**src/rtl/gpmc_bus_frontend_pkg.sv**
```systemverilog
// Shared types and constants for the GPMC bus front end.
package gpmc_bus_frontend_pkg;

  localparam int unsigned GPMC_ADDR_W = 17;
  localparam int unsigned GPMC_DATA_W = 16;

  localparam logic [GPMC_DATA_W-1:0] RD_TIMEOUT_DATA = 16'hDEAD;

  typedef enum logic [1:0] {
    IDLE    = 2'd0,
    ACTIVE  = 2'd1,
    RD_WAIT = 2'd2,
    RD_DATA = 2'd3
  } gpmc_state_t;

  typedef struct packed {
    logic [GPMC_ADDR_W-1:0] addr;
    logic [GPMC_DATA_W-1:0] data;
  } wr_entry_t;

  // Saturating 8-bit event counter increment.
  function automatic logic [7:0] sat_inc8(input logic [7:0] v);
    return (v == 8'hFF) ? v : v + 8'd1;
  endfunction

endpackage

```
**src/rtl/gpmc_wr_fifo.sv**
```systemverilog
// Synchronous show-ahead FIFO; head entry is visible on o_data whenever o_empty is low.
module gpmc_wr_fifo #(
  parameter int unsigned DEPTH = 8,
  parameter int unsigned WIDTH = 33
) (
  input  logic             gpmc_clk,
  input  logic             reset,
  input  logic             i_push,
  input  logic [WIDTH-1:0] i_data,
  input  logic             i_pop,
  output logic [WIDTH-1:0] o_data,
  output logic             o_full,
  output logic             o_empty
);

  localparam int unsigned AW = $clog2(DEPTH);
  localparam int unsigned CW = AW + 1;

  logic [WIDTH-1:0] r_mem [DEPTH];
  logic [AW-1:0]    r_wr_ptr;
  logic [AW-1:0]    r_rd_ptr;
  logic [CW-1:0]    r_count;
  logic             w_pop_ok;
  logic             w_push_ok;

  assign o_empty   = (r_count == '0);
  assign o_full    = (r_count == CW'(DEPTH));
  assign o_data    = r_mem[r_rd_ptr];
  assign w_pop_ok  = i_pop & ~o_empty;
  // A full FIFO still accepts a push when the head leaves in the same cycle.
  assign w_push_ok = i_push & (~o_full | w_pop_ok);

  always_ff @(posedge gpmc_clk) begin
    if (w_push_ok) begin
      r_mem[r_wr_ptr] <= i_data;
    end
  end

  always_ff @(posedge gpmc_clk) begin
    if (reset) begin
      r_wr_ptr <= '0;
      r_rd_ptr <= '0;
      r_count  <= '0;
    end else begin
      if (w_push_ok) begin
        r_wr_ptr <= r_wr_ptr + AW'(1);
      end
      if (w_pop_ok) begin
        r_rd_ptr <= r_rd_ptr + AW'(1);
      end
      case ({w_push_ok, w_pop_ok})
        2'b10:   r_count <= r_count + CW'(1);
        2'b01:   r_count <= r_count - CW'(1);
        default: r_count <= r_count;
      endcase
    end
  end

endmodule

```
**src/rtl/gpmc_bus_frontend.sv**
```systemverilog
// GPMC-domain front end: decodes muxed A/D sync cycles, buffers write bursts,
// and stalls reads with WAIT until the downstream response returns.
module gpmc_bus_frontend
  import gpmc_bus_frontend_pkg::*;
#(
  parameter int unsigned ADDR_WIDTH = 17,
  parameter int unsigned DATA_WIDTH = 16,
  parameter int unsigned FIFO_DEPTH = 8,
  parameter int unsigned RD_TIMEOUT = 255
) (
  input  logic                  gpmc_clk,
  input  logic                  reset,
  input  logic [15:0]           gpmc_ad_in,
  output logic [15:0]           gpmc_ad_out,
  output logic                  gpmc_ad_oe,
  input  logic                  gpmc_adv_n,
  input  logic                  gpmc_cs_n,
  input  logic                  gpmc_we_n,
  input  logic                  gpmc_oe_n,
  output logic                  gpmc_wait,
  output logic                  wr_valid,
  input  logic                  wr_ready,
  output logic [ADDR_WIDTH-1:0] wr_addr,
  output logic [DATA_WIDTH-1:0] wr_data,
  output logic                  rd_req,
  output logic [ADDR_WIDTH-1:0] rd_addr,
  input  logic                  rd_resp_valid,
  input  logic [DATA_WIDTH-1:0] rd_resp_data,
  output logic [7:0]            ovf_count,
  output logic [7:0]            to_count
);

  localparam int unsigned TW = $clog2(RD_TIMEOUT + 1);
  localparam int unsigned EW = $bits(wr_entry_t);

  gpmc_state_t           r_state,       w_state_nxt;
  logic [ADDR_WIDTH-1:0] r_addr_q,      w_addr_q_nxt;
  logic                  r_outstanding, w_outstanding_nxt;
  logic [TW-1:0]         r_timer,       w_timer_nxt;
  logic [DATA_WIDTH-1:0] r_rd_data,     w_rd_data_nxt;
  logic                  r_rd_req,      w_rd_req_nxt;
  logic [ADDR_WIDTH-1:0] r_rd_addr,     w_rd_addr_nxt;
  logic                  r_wait,        w_wait_nxt;
  logic                  r_ad_oe,       w_ad_oe_nxt;
  logic [7:0]            r_ovf,         w_ovf_nxt;
  logic [7:0]            r_to,          w_to_nxt;

  logic                  w_push;
  logic                  w_pop;
  logic                  w_full;
  logic                  w_empty;
  wr_entry_t             w_push_entry;
  wr_entry_t             w_head;
  logic [EW-1:0]         w_head_raw;

  assign w_pop             = ~w_empty & wr_ready;
  assign w_push_entry.addr = GPMC_ADDR_W'(r_addr_q);
  assign w_push_entry.data = GPMC_DATA_W'(gpmc_ad_in);
  assign w_head            = wr_entry_t'(w_head_raw);

  gpmc_wr_fifo #(
    .DEPTH (FIFO_DEPTH),
    .WIDTH (EW)
  ) u_wr_fifo (
    .gpmc_clk (gpmc_clk),
    .reset    (reset),
    .i_push   (w_push),
    .i_data   (w_push_entry),
    .i_pop    (w_pop),
    .o_data   (w_head_raw),
    .o_full   (w_full),
    .o_empty  (w_empty)
  );

  // Next-state and registered-output logic.
  always_comb begin
    w_state_nxt       = r_state;
    w_addr_q_nxt      = r_addr_q;
    w_outstanding_nxt = r_outstanding;
    w_timer_nxt       = r_timer;
    w_rd_data_nxt     = r_rd_data;
    w_rd_req_nxt      = 1'b0;
    w_rd_addr_nxt     = r_rd_addr;
    w_ovf_nxt         = r_ovf;
    w_to_nxt          = r_to;
    w_push            = 1'b0;

    if (gpmc_cs_n) begin
      w_state_nxt       = IDLE;
      w_outstanding_nxt = 1'b0;
    end else if (!gpmc_adv_n && r_state != RD_WAIT) begin
      w_state_nxt       = ACTIVE;
      w_addr_q_nxt      = ADDR_WIDTH'({gpmc_ad_in, 1'b0});
      w_outstanding_nxt = 1'b0;
    end else begin
      case (r_state)
        ACTIVE: begin
          if (!gpmc_we_n) begin
            w_push       = 1'b1;
            w_addr_q_nxt = r_addr_q + ADDR_WIDTH'(2);
            if (w_full && !w_pop) begin
              w_ovf_nxt = sat_inc8(r_ovf);
            end
          end else if (!gpmc_oe_n) begin
            w_state_nxt = RD_WAIT;
          end
        end
        RD_WAIT: begin
          // Reads are held back until every buffered write has drained.
          if (!r_outstanding) begin
            if (w_empty) begin
              w_rd_req_nxt      = 1'b1;
              w_rd_addr_nxt     = r_addr_q;
              w_outstanding_nxt = 1'b1;
              w_timer_nxt       = '0;
            end
          end else if (rd_resp_valid) begin
            w_rd_data_nxt     = rd_resp_data;
            w_outstanding_nxt = 1'b0;
            w_state_nxt       = RD_DATA;
          end else if (r_timer == TW'(RD_TIMEOUT)) begin
            w_rd_data_nxt     = DATA_WIDTH'(RD_TIMEOUT_DATA);
            w_to_nxt          = sat_inc8(r_to);
            w_outstanding_nxt = 1'b0;
            w_state_nxt       = RD_DATA;
          end else begin
            w_timer_nxt = r_timer + TW'(1);
          end
        end
        RD_DATA: begin
          if (gpmc_oe_n) begin
            w_state_nxt  = ACTIVE;
            w_addr_q_nxt = r_addr_q + ADDR_WIDTH'(2);
          end
        end
        default: begin
          w_state_nxt = r_state;
        end
      endcase
    end

    w_wait_nxt  = (w_state_nxt == RD_WAIT);
    w_ad_oe_nxt = (w_state_nxt == RD_DATA) && !gpmc_cs_n && !gpmc_oe_n;
  end

  always_ff @(posedge gpmc_clk) begin
    if (reset) begin
      r_state       <= IDLE;
      r_addr_q      <= '0;
      r_outstanding <= 1'b0;
      r_timer       <= '0;
      r_rd_data     <= '0;
      r_rd_req      <= 1'b0;
      r_rd_addr     <= '0;
      r_wait        <= 1'b0;
      r_ad_oe       <= 1'b0;
      r_ovf         <= '0;
      r_to          <= '0;
    end else begin
      r_state       <= w_state_nxt;
      r_addr_q      <= w_addr_q_nxt;
      r_outstanding <= w_outstanding_nxt;
      r_timer       <= w_timer_nxt;
      r_rd_data     <= w_rd_data_nxt;
      r_rd_req      <= w_rd_req_nxt;
      r_rd_addr     <= w_rd_addr_nxt;
      r_wait        <= w_wait_nxt;
      r_ad_oe       <= w_ad_oe_nxt;
      r_ovf         <= w_ovf_nxt;
      r_to          <= w_to_nxt;
    end
  end

  // Head fields read as zero while the FIFO is empty.
  assign wr_valid    = ~w_empty;
  assign wr_addr     = w_empty ? '0 : ADDR_WIDTH'(w_head.addr);
  assign wr_data     = w_empty ? '0 : DATA_WIDTH'(w_head.data);
  assign gpmc_ad_out = 16'(r_rd_data);
  assign gpmc_ad_oe  = r_ad_oe;
  assign gpmc_wait   = r_wait;
  assign rd_req      = r_rd_req;
  assign rd_addr     = r_rd_addr;
  assign ovf_count   = r_ovf;
  assign to_count    = r_to;

endmodule
```
**config.mk**
```make
export PLATFORM = sky130hd
export DESIGN_NAME = gpmc_bus_frontend
export DESIGN_NICKNAME = d
export VERILOG_FILES = /design/src/rtl/gpmc_bus_frontend_pkg.sv /design/src/rtl/gpmc_wr_fifo.sv /design/src/rtl/gpmc_bus_frontend.sv
export SDC_FILE = /design/constraint.sdc
export NUM_CORES = 1
export LEC_CHECK = 0
export CAP_MARGIN = 0
export CORE_UTILIZATION = 30
export DETAILED_ROUTE_END_ITERATION = 16
export PLACE_DENSITY = 0.52
export SLEW_MARGIN = 20
export SYNTH_ARGS = -nofsm -noshare
export SYNTH_HDL_FRONTEND = slang
export SYNTH_SLANG_ARGS = --single-unit
```
**constraint.sdc**
```tcl
create_clock -name gpmc_clk -period 8.8 [get_ports gpmc_clk]
set_clock_uncertainty 0.2 [all_clocks]
set_input_delay 2.64 -clock gpmc_clk [delete_from_list [all_inputs] [get_ports gpmc_clk]]
set_output_delay 2.64 -clock gpmc_clk [all_outputs]
set_load 0.01 [all_outputs]
```
# [Word level (Yosys, flattened, before mapping)]
# Memory sizes are Yosys's and may differ from the RTL's. A register that Yosys moved wholly into a read port is not among the register bits.
# Index checks and enable logic that the tools add are counted.
[word_totals] ff_bits=90 ramBits=264 in_bits=40 n_memories=1
[mem_list] memory="u_wr_fifo.r_mem" words=8 width=33 read_ports=1 rd_clocked_by_memory_dff=1 wr=1 line_no="gpmc_wr_fifo.sv:19" source="logic [WIDTH-1:0] r_mem [DEPTH];"
[classes] n_addsub=8 eq_ne=16 mux=34 n_bitwise=14 reduce_logical=21
[op_table] cell="17-bit 2-to-1 mux" n=4
[op_table] cell="16-bit 2-to-1 mux" n=3
[op_table] cell="17-bit case mux with 2 select lines" n=1
[op_table] cell="8-bit 2-to-1 mux" n=4
[op_table] cell="8-bit by 1-bit adder with 8-bit output (second input constant)" n=3
[op_table] cell="8-bit equality test (second input constant)" n=3
[op_table] cell="17-bit by 2-bit adder with 17-bit output (second input constant)" n=1
[op_table] cell="2-bit 2-to-1 mux" n=8
[op_table] cell="6-bit AND reduction" n=2
[op_table] cell="2-bit equality test (second input constant)" n=5
[op_table] cell="1-bit 2-to-1 mux" n=10
[op_table] cell="1-bit inverter" n=10
[op_table] cell="5-bit AND reduction" n=2
[op_table] cell="4-bit case mux with 2 select lines" n=1
[op_table] cell="7-bit AND reduction" n=1
[op_table] cell="3-bit by 1-bit adder with 3-bit output (second input constant)" n=2
[op_table] cell="3-bit 2-to-1 mux" n=2
[op_table] cell="2-bit != test (second input constant)" n=3
[op_table] cell="3-bit != test (second input constant)" n=2
[op_table] cell="2-bit case mux with 3 select lines" n=1
[op_table] cell="2-bit nonzero test" n=3
[op_table] cell="5-bit OR reduction" n=1
[op_table] cell="4-bit by 1-bit adder with 4-bit output (second input constant)" n=1
[op_table] cell="2-bit by 1-bit equality test with 1-bit output (second input constant)" n=2
[op_table] cell="10 further kinds" n=18

# [Longest topological paths before layout]
[logic_depth] depth_word=10 depth_mapped=11 depth_no_buf=10

# [Hierarchy]
# From an unflattened synthesis, not the netlist that was laid out.
[unflattened] hier_cells=950 hier_area_um2=14686.6
[modules_own_cells] module="gpmc_wr_fifo" n_inst=1 cells_per_inst=464 area_per_inst_um2=10669.0
[modules_own_cells] module="gpmc_bus_frontend" n_inst=1 cells_per_inst=486 area_per_inst_um2=4017.6

# [Worst setup path after synthesis]
# Ideal clock, no wire load.
[synth_timing] kind="input-to-reg" startpoint="input gpmc_cs_n" endpoint="memory u_wr_fifo.r_mem[0][0] (enable)" setup_time_ns=0.461 arrival_time_ns=5.791 t_required_ns=8.139 path_slack_ns=2.347 path_stages=5 n_path_buf=1 path_cell_list="buf_6 nor4b_4 nand2_1 or3_1 nor3_1"
[synth_via] elab_chain_cells=4
[synth_lines] item="from (decl)" line_no="gpmc_bus_frontend.sv:17" source="input logic gpmc_cs_n,"
[synth_lines] item="1-bit 2-to-1 mux" line_no="gpmc_bus_frontend.sv:88" source="if (gpmc_cs_n) begin"
[synth_lines] item="1-bit AND" line_no="gpmc_wr_fifo.sv:31" source="assign w_push_ok = i_push & (~o_full | w_pop_ok);"
[synth_lines] item="1-bit 2-to-1 mux" line_no="gpmc_wr_fifo.sv:34" source="if (w_push_ok) begin"
[synth_lines] item="1-bit 2-to-1 mux (implied by the code)" line_no="gpmc_wr_fifo.sv:35" source="r_mem[r_wr_ptr] <= i_data;"
[synth_lines] item="to (decl)" line_no="gpmc_wr_fifo.sv:19"
# No other way between the ends.

==> out/qor.yml <==
fmax_ghz: 0.1573
grt_usage: 0.1463
p_int_mw: 2.726
min_to: "rd_addr[1]"
die_x_um: 219.5
cts_root_buf: "clkbuf_16"
setup_ws_ps: 2441
r2r-end: "u_wr_fifo.r_count[3]"
netlist_area_um2: 14190
status: "complete, no violations"
synth.ff_latch_count: 347
cts_tree: "built"
drv_cap: 0
fin_crit_sh: 0.7226
dp_cells: 1606
totalWireLength_um: 34320
dpl.hpwl_um: 21140
ys_warn_count: 0
synth_edf_count: 256
clk_pin_slew_worst_paths_ps: 60
fin_util: 0.3727
setup_viol: 0
crit_type: "register to output port"
coreArea_um2: 46560
async_reset_ff_frac: 0
endpoint_kind: "output port"
final-max-slew-violation-count: 0
post_cts_buffers: 0
first_pass_iters: 4
crit_fanout: 47
rr_worst_depth: 10
power_density_nw_per_um2: 200.3
synthToLayoutAreaGrowth_pct: 22.31
hold_depth: 2
critPathRequiredTime_ps: 5960
ys.flop_type: "edfxtp_1"
rr_startpoint: "u_wr_fifo.r_count[0]"
grt-ovfl-total: 0
numCtsBuffers: 39
switching_share: 0.2154
power_frac_seq: 0.512
drcViolationCount: 0
chipHeight_um: 219.5
grt_pass1_vias: 8950
p_switching_mw: 0.7487
tightestPinTransition_ps: 1035
ir_worst_vdd_mv: 0.1502
cts_sinks: 347
instances_no_fill: 1677
path_cells: "buf_4, mux4_2, mux2i_1, nor2_1, clkdlybuf4s50_1"
critPathMaxStageDelay_ps: 960
synthCells: 925
grt_pass1_wl_um: 53380
nets: 1091
seq_area_frac_synth: 0.6703
slew_headroom: 0.3081
finalHoldViolCount: 0
vias_per_cell: 5.079
pwr-share-comb: 0.031
ios: 126
synth_cell_types: 59
rsz0062_at_grt: "no"
hold_class: "register to register"
syn_avg_cell_area_um2: 15.34
synth_area_leaders: "edfxtp_1 (54%), dfxtp_1 (13%), mux4_2 (10%)"
antenna_found_initial: 2
place_ws_ps: 2851
clock_latency_ps: 560
period_needed_ps: 6359
drt_iter0_drc: 479
cts_resized: 0
crit_arrival_ps: 3520
ant_nets: 0
io_buffers: 123
grt_max_degree: 68
gp_routability_congestion: 0.7486
final_common_cell: "edfxtp_1"
cts.path.max_buffers: 3
final_cell_mix: "edfxtp_1 (256), clkdlybuf4s50_1 (122), dfxtp_1 (88)"
htree_levels: 2
power.total_mw: 3.475
clkPwrFrac: 0.456
fill_cells: 4359
synth.top_cell.area_share: 0.5418
leakage_nw: 5.336
routed-via-count: 8518
row_count: 79
drive_above_1_share: 0.1674
dieArea_um2: 48160
avgRoutedWirePerCell_um: 20.47
start_util: 0.3047
tns_ps: 0
crit_path_start_kind: "register"
cts_hold_buf: 0
cp_slowest_cell: "dfxtp_4"
rrSetupSlack_ps: 5590
synth_top_cell_by_area: "edfxtp_1"
min_from: "rd_addr[1]"
==> worst max path at each step <==
stage	from	endpoint	slack, ps
floorplan	gpmc_cs_n	u_wr_fifo.r_mem[0][0]	2350
global placement	register	wr_addr[16]	2890
detailed placement	gpmc_cs_n	u_wr_fifo.r_mem[6][3]	2850
CTS	register	wr_addr[16]	2290
global route	register	wr_addr[15]	2120
finish	register	wr_addr[16]	2440
==> logic make-up (layout without fill, tap and decap cells) <==
kind of cell | after synthesis | in the layout | share of synthesized area
flip-flops | 347 | 347 | 0.6703
AND/OR/NAND/NOR | 224 | 224 | 0.08546
AO/OA/AOI/OAI | 153 | 153 | 0.07726
multiplexers | 103 | 103 | 0.1294
buffers and inverters | 82 | 225 | 0.02496
adder cells (fa/ha/maj) | 10 | 10 | 0.009348
XOR/XNOR | 5 | 5 | 0.003087
other | 1 | 3 | 0.0002643
==> cells in the mapped netlist, types with 3 or more instances <==
library cell / n
and4_1: 7
a211oi_1: 6
o41ai_1: 5
a21o_1: 3
nand2_1: 36
nand2b_1: 5
or3_1: 7
o31ai_1: 10
dfxtp_1: 91
o31a_1: 8
or4_1: 11
inv_1: 18
or3b_2: 3
nor2_1: 64
o221a_2: 16
nor3_1: 12
and3_1: 9
nor2b_1: 3
buf_1: 5
ha_1: 9
and2_1: 8
nand4_1: 9
buf_4: 3
mux2_2: 3
o32ai_1: 10
mux4_2: 64
mux2i_1: 36
buf_2: 16
a221oi_1: 13
clkbuf_1: 37
nand3_1: 38
edfxtp_1: 256
a21oi_1: 54
o21ai_0: 16
nor4b_1: 3
xor2_1: 3
==> critical path, delay by kind of cell, from the launching register on <==
family                 cells  cell delay, ps
buffers and inverters      2             980
flip-flops                 1             960
multiplexers               2             850
AND/OR/NAND/NOR            1              80
==> final cells by class <==
class                   count  area (um2)  area share
diodes                      1       2.502   0.0001442
clock inverters            24       230.2     0.01327
well taps                 607       759.5     0.04377
inverters                  19       71.32    0.004110
repair buffers            137        1376     0.07931
flip-flops and latches    347        9515      0.5483
multi-input cells         497        4389      0.2529
clock buffers              45        1008     0.05812
==> registers in the layout, summed over array words and instances (netlist names), named ones only <==
signal	count
ovf_count	8
to_count	8
u_wr_fifo.r_rd_ptr	3
gpmc_ad_oe	1
u_wr_fifo.r_count	4
r_state	2
u_wr_fifo.r_wr_ptr	3
r_timer	8
gpmc_ad_out	16
r_addr_q	16
rd_req	1
gpmc_wait	1
u_wr_fifo.r_mem	256
rd_addr	16
r_outstanding	1
==> stage by stage <==
stage | hold WS [ps] | area (um2)
floorplan | 247.4 | 14190
global placement | 248.4 | 16040
detailed placement | 251.0 | 16080
CTS | 264.4 | 17320
global route | 286.3 | 17350
finish | 257.2 | 17350
==> per-layer routing <==
| metal | global-route usage | wire length (um) | vias up |
|---|---|---|---|
| met5 | 0 | 0 | - |
| met4 | 0.03449 | 533 | 0 |
| met3 | 0.03699 | 2021 | 43 |
| met2 | 0.2407 | 16360 | 219 |
| met1 | 0.1930 | 15410 | 4345 |
| li1 | - | - | 3911 |
==> power groups by stage <==
stage,registers (mW),clock network [mW],logic [mW]
global route,1.78,1.69,0.119
finish,1.78,1.59,0.109
detailed placement,1.82,0,0.110
global placement,1.82,0,0.109
CTS,1.78,1.63,0.110
floorplan,1.80,0,0.0613
No activity file was read; power rests on OpenSTA's default activity.
